### src/rtl/fb_arbiter.sv
// Single-port framebuffer arbiter: display reads win, buffered pixel writes and
// a full-screen clear engine share the remaining RAM slots.
module fb_arbiter #(
  parameter int H_ACTIVE   = 640,
  parameter int V_ACTIVE   = 480,
  parameter int ADDR_W     = 19,
  parameter int FIFO_DEPTH = 16
) (
  input  logic              clock_25,
  input  logic              rst,
  input  logic              disp_req,
  input  logic [9:0]        disp_x,
  input  logic [9:0]        disp_y,
  output logic [7:0]        color_out,
  output logic              color_valid,
  input  logic              wr_valid,
  output logic              wr_ready,
  input  logic [9:0]        wr_x,
  input  logic [9:0]        wr_y,
  input  logic [7:0]        wr_data,
  output logic              wr_drop,
  input  logic              clr_start,
  input  logic [7:0]        clr_color,
  output logic              clr_busy,
  output logic [ADDR_W-1:0] mem_addr,
  output logic              mem_we,
  output logic [7:0]        mem_wdata,
  input  logic [7:0]        mem_rdata
);

  localparam int PTR_W = (FIFO_DEPTH > 1) ? $clog2(FIFO_DEPTH) : 1;
  localparam int CNT_W = PTR_W + 1;
  localparam int ENT_W = ADDR_W + 8;
  localparam logic [ADDR_W-1:0] H_A   = ADDR_W'(H_ACTIVE);
  localparam logic [ADDR_W-1:0] LAST  = ADDR_W'(H_ACTIVE * V_ACTIVE - 1);
  localparam logic [10:0]       X_LIM = 11'(H_ACTIVE);
  localparam logic [10:0]       Y_LIM = 11'(V_ACTIVE);
  localparam logic [CNT_W-1:0]  DEPTH = CNT_W'(FIFO_DEPTH);

  typedef enum logic {IDLE, CLEAR} state_t;
  typedef enum logic [1:0] {SLOT_NONE, SLOT_READ, SLOT_CLR, SLOT_POP} slot_t;

  state_t state, state_nx;
  slot_t  slot;

  function automatic logic [ADDR_W-1:0] pix_addr(input logic [9:0] x, input logic [9:0] y);
    return ADDR_W'(y) * H_A + ADDR_W'(x);
  endfunction

  logic [ADDR_W-1:0] disp_addr, wr_addr;
  logic              in_range, accept, push, pop, full, empty, start_clr;

  logic [ENT_W-1:0]  fifo_mem [FIFO_DEPTH];
  logic [PTR_W-1:0]  rd_ptr, wr_ptr;
  logic [CNT_W-1:0]  count;
  logic [ENT_W-1:0]  head;

  logic [ADDR_W-1:0] clr_cnt;
  logic [7:0]        clr_col;
  logic              rd_p1, rd_p2;

  assign disp_addr = pix_addr(disp_x, disp_y);
  assign wr_addr   = pix_addr(wr_x, wr_y);
  assign in_range  = ({1'b0, wr_x} < X_LIM) && ({1'b0, wr_y} < Y_LIM);

  assign full      = (count == DEPTH);
  assign empty     = (count == '0);
  assign wr_ready  = !full;
  assign accept    = wr_valid && !full;
  assign push      = accept && in_range;
  assign pop       = (slot == SLOT_POP);
  assign head      = fifo_mem[rd_ptr];

  assign clr_busy  = (state == CLEAR);
  assign start_clr = (state == IDLE) && clr_start;

  // Slot priority: display read, then clear write, then FIFO drain (IDLE only).
  always_comb begin
    slot     = SLOT_NONE;
    state_nx = state;
    if (disp_req)
      slot = SLOT_READ;
    else if (state == CLEAR)
      slot = SLOT_CLR;
    else if (!empty)
      slot = SLOT_POP;

    case (state)
      IDLE:    if (clr_start) state_nx = CLEAR;
      CLEAR:   if (slot == SLOT_CLR && clr_cnt == LAST) state_nx = IDLE;
      default: state_nx = IDLE;
    endcase
  end

  always_ff @(posedge clock_25 or negedge rst) begin
    if (!rst) begin
      state   <= IDLE;
      clr_cnt <= '0;
      clr_col <= '0;
    end else begin
      state <= state_nx;
      if (start_clr) begin
        clr_cnt <= '0;
        clr_col <= clr_color;
      end else if (slot == SLOT_CLR) begin
        clr_cnt <= clr_cnt + ADDR_W'(1);
      end
    end
  end

  always_ff @(posedge clock_25) begin
    if (push)
      fifo_mem[wr_ptr] <= {wr_addr, wr_data};
  end

  always_ff @(posedge clock_25 or negedge rst) begin
    if (!rst) begin
      wr_ptr  <= '0;
      rd_ptr  <= '0;
      count   <= '0;
      wr_drop <= 1'b0;
    end else begin
      wr_drop <= accept && !in_range;
      if (push)
        wr_ptr <= wr_ptr + PTR_W'(1);
      if (pop)
        rd_ptr <= rd_ptr + PTR_W'(1);
      case ({push, pop})
        2'b10:   count <= count + CNT_W'(1);
        2'b01:   count <= count - CNT_W'(1);
        default: count <= count;
      endcase
    end
  end

  always_ff @(posedge clock_25 or negedge rst) begin
    if (!rst) begin
      mem_addr  <= '0;
      mem_we    <= 1'b0;
      mem_wdata <= '0;
    end else begin
      case (slot)
        SLOT_READ: begin
          mem_addr <= disp_addr;
          mem_we   <= 1'b0;
        end
        SLOT_CLR: begin
          mem_addr  <= clr_cnt;
          mem_we    <= 1'b1;
          mem_wdata <= clr_col;
        end
        SLOT_POP: begin
          mem_addr  <= head[ENT_W-1:8];
          mem_we    <= 1'b1;
          mem_wdata <= head[7:0];
        end
        default: mem_we <= 1'b0;
      endcase
    end
  end

  always_ff @(posedge clock_25 or negedge rst) begin
    if (!rst) begin
      rd_p1       <= 1'b0;
      rd_p2       <= 1'b0;
      color_valid <= 1'b0;
      color_out   <= '0;
    end else begin
      rd_p1       <= (slot == SLOT_READ);
      rd_p2       <= rd_p1;
      color_valid <= rd_p2;
      color_out   <= rd_p2 ? mem_rdata : '0;
    end
  end

endmodule
### config.mk
export PLATFORM = sky130hd
export DESIGN_NAME = fb_arbiter
export DESIGN_NICKNAME = d
export VERILOG_FILES = /design/src/rtl/fb_arbiter.sv
export SDC_FILE = /design/constraint.sdc
export NUM_CORES = 1
export LEC_CHECK = 0
export BUFFER_PORTS_ARGS = -buffer_cell sky130_fd_sc_hd__buf_4
export CORE_MARGIN = 10
export CORE_UTILIZATION = 62
export DETAILED_ROUTE_END_ITERATION = 6
export GPL_TIMING_DRIVEN = 0
export PLACE_DENSITY = 0.91
export RECOVER_POWER = 25
export SLEW_MARGIN = 40
export SYNTH_ARGS = -nofsm -noshare
export SYNTH_HDL_FRONTEND = slang
export SYNTH_SLANG_ARGS = --single-unit
### constraint.sdc
create_clock -name clock_25 -period 4.7 [get_ports clock_25]
set_clock_uncertainty 0.1 [all_clocks]
set_input_delay 0 -clock clock_25 [delete_from_list [all_inputs] [get_ports clock_25]]
set_output_delay 0 -clock clock_25 [all_outputs]
set_load 0.01 [all_outputs]
==> key figures <==
Status
  – Status: finished, violations left
  – Failing checks: DRC

CTS
  – Clock latency on the worst-skew pair: 0.57 ns
  – Root Driver: clkbuf_16
  – CTS H-tree depth: 2
  – Cts repair resizes: 0
  – Hold Buf Count CTS: 54
  – CTS tree: built
  – Deepest clock path buffer count: 3
  – Sink Count: 513
  – Reg clk slew, reported paths: 0.07 ns
  – Num CTS Buffers: 48
  – Post-CTS Setup Bufs: 0

Pwr
  – Power density over cell area: 434 nW/um^2
  – Power consumption: 11.0 mW
  – Leak Pwr: 8.94 nW
  – Worst vdd ir: between 0.0003 and 0.0004 V

Critical path
  – FF-to-FF path depth: 12
  – Worst Setup End Kind: flop
  – Critical path peak fanout: 9
  – Crit path kind: flop to flop
  – WP data arrival: 3.62 ns
  – Crit start category: flop
  – CP required: between 5 and 6 ns

Worst hold path
  – WHS Path Cells: 3
  – HP Class: input port to flop

Placement
  – Input/output buffers: 108
  – Dpl hpwl: 34.6 mm
  – RD Place Congestion: between 0.8 and 0.9

Route
  – Total Wirelength: 61.6 mm
  – Final ANT Viol Nets: 0
  – First DRT Iteration DRCs: 2069
  – TritonRoute pass-1 iters: 7
  – Drt drc: 18
  – Routed WL per cell: 32.7 um
  – Vias per cell: between 7 and 8
  – DR vias: ~13000

Logic synthesis
  – Ys Warns: 0
  – Post-synth cell types: 60
  – Synth area leader: edfxtp_1
  – Post-synthesis sequential area ratio: 69.4%
  – Share of the synthesized area in the top cell type: 60.1%
  – Post-Syn Area: ~22000 sq um
  – Avg Synthesized Cell Area: 18.4 sq um
  – Synth area leaders: edfxtp_1, mux4_2, dfrtp_1
  – Async set-or-reset flop fraction in the synthesized netlist: 15.8%
  – Synth Instances: 1172
  – Syn_nets: around 1300
  – Synth Flop Type: edfxtp_1
  – Number of synthesized flops with an enable pin: 432
  – Top cells by count, synth: edfxtp_1, mux4_2, dfrtp_1, nand2_1, ha_1
  – Most numerous cell in the Yosys netlist: edfxtp_1
  – #FFs+latches synth: 513

Cells and area
  – Layout cells sized above 1: 24.2%
  – Layout Nets: 1510
  – Layout area overhead: 16.8%

GRT
  – GRT Total Usage: about 30%
  – Largest net degree at the start of global routing: 48
  – GRT Residual Overflow: 0
  – First-pass GRT wire length: around 90 mm
  – Vias in the first global route: 13700
  – Initial antenna violation count: 2

STA
  – Post-route minimum period: ~3.2 ns
  – Slew HR: 44.3%
  – Slew at the pin with the worst max-slew slack: slightly above 0.8 ns
  – RSZ-0062 raised after global routing: no
  – Final Max Slew Viols: 0
  – Fin crit share: 69.0%
  – FMAX: 0.308 GHz
  – Fin Setup TNS: 0 ns
  – Setup Viol. Count Final: 0
  – Final Hold Fails: 0

Die
  – Initial Util: 62.7%
  – Core ar.: 34500 sq um
  – # rows: 68
  – Ports: 109
  – Die width: 207 um
  – DIE HEIGHT: just over 200 um
  – DIE AREA: 42700 sq um

Flow run
  – Max-cap violations: 0
[power by group]
part	total [mW]	internal [mW]	switching (mW)
clock network	3.84	2.13	1.71
registers	5.43	5.27	0.154
logic	1.69	0.701	0.986
[layout make-up]
class                           count  area (sq um)
Clock inverter                     23           210
Fill cell                        1778          9240
Timing Repair Buffer              166          1400
Buffer                             50           317
Multi-Input combinational cell    586          6330
Inverter                           23          86.3
Clock buffer                       66          1310
Antenna cell                        2          5.00
Tap cell                          455           569
Sequential cell                   513         15000
[routing by layer]
| layer | routed length (um) | vias up | track usage [%] |
|---|---|---|---|
| li1 | - | 5158 | - |
| met1 | 20500 | 6657 | 35.7 |
| met2 | 29700 | 1197 | 47.4 |
| met3 | 7550 | 317 | 8.04 |
| met4 | 3870 | 0 | 16.1 |
| met5 | 0 | - | 0 |
[kinds of logic after synthesis]
kind of cell / synth area share [%]
muxes: 15.1
AOI/OAI and AO/OA: 4.28
buffers and inverters: 1.83
DFF: 69.4
adders and majority gates: 3.24
xor gates and xnor gates: 1.70
and+or+nand+nor: 4.38
[stage by stage]
stage / instances / util, % / setup WS [ns] / hold WS (ns) / cell area (sq um)
after floorplan: 1172 / - / 1.93 / -0.396 / 21600
after global placement: 1735 / 66.7 / 1.05 / 0.0944 / 23000
after detailed placement: 1739 / 67.3 / 1.45 / 0.00893 / 23200
after CTS: 1882 / 73.3 / 1.63 / 0.0630 / 25300
after global routing: 1883 / 73.2 / 1.36 / 0.0853 / 25200
final: 1884 / 73.2 / 1.46 / 0.0903 / 25200
[worst max-delay path: stages, from the launching register on]
cell and delay (ns):
dfrtp_1 0.48, clkinv_1 0.21, nand2_1 0.12, nor2_1 0.64, ha_1 0.37, inv_1 0.11
fa_1 0.41, inv_1 0.08, a21o_1 0.12, a21oi_1 0.07, xnor2_1 0.12, nor2_1 0.14
xor2_1 0.18
[state kept, by name (all words and copies together) (netlist names), 4 cells and up]
signal and cells:
mem_wdata 8, clr_cnt 19, color_out 8, clr_col 8
fifo_mem 432, rd_ptr 4, wr_ptr 4, count 5
mem_addr 19
[path summary, 6_finish.rpt]
| kind | startpoint | end | slack [ns] |
|---|---|---|---|
| min in group asynchronous | rst | mem_addr[14]$_DFFE_PN0P_ | 0.36 |
| worst max register to register | clr_busy$_DFF_PN0_ | count[4]$_DFFE_PN0P_ | 1.46 |
| worst min-delay path | wr_y[9] | fifo_mem[10][26]$_DFFE_PP_ | 0.09 |
| worst max-delay path | clr_busy$_DFF_PN0_ | count[4]$_DFFE_PN0P_ | 1.46 |
| worst min register to register | rd_p1$_DFF_PN0_ | rd_p2$_DFF_PN0_ | 0.27 |
| max in group asynchronous | rst | rd_ptr[3]$_DFFE_PN0P_ | 3.57 |
[placed cells by master, fill, tap and decap left out, types with 31 or more instances in the layout]
cell           instances
clkbuf_16             48
edfxtp_1             432
mux4_2               114
buf_4                 90
clkbuf_1              46
nand2_1               72
a21oi_1               31
dlygate4sd3_1         53
ha_1                  48
dfrtp_1               81
Note: power is estimated with default switching activity, not from simulation.
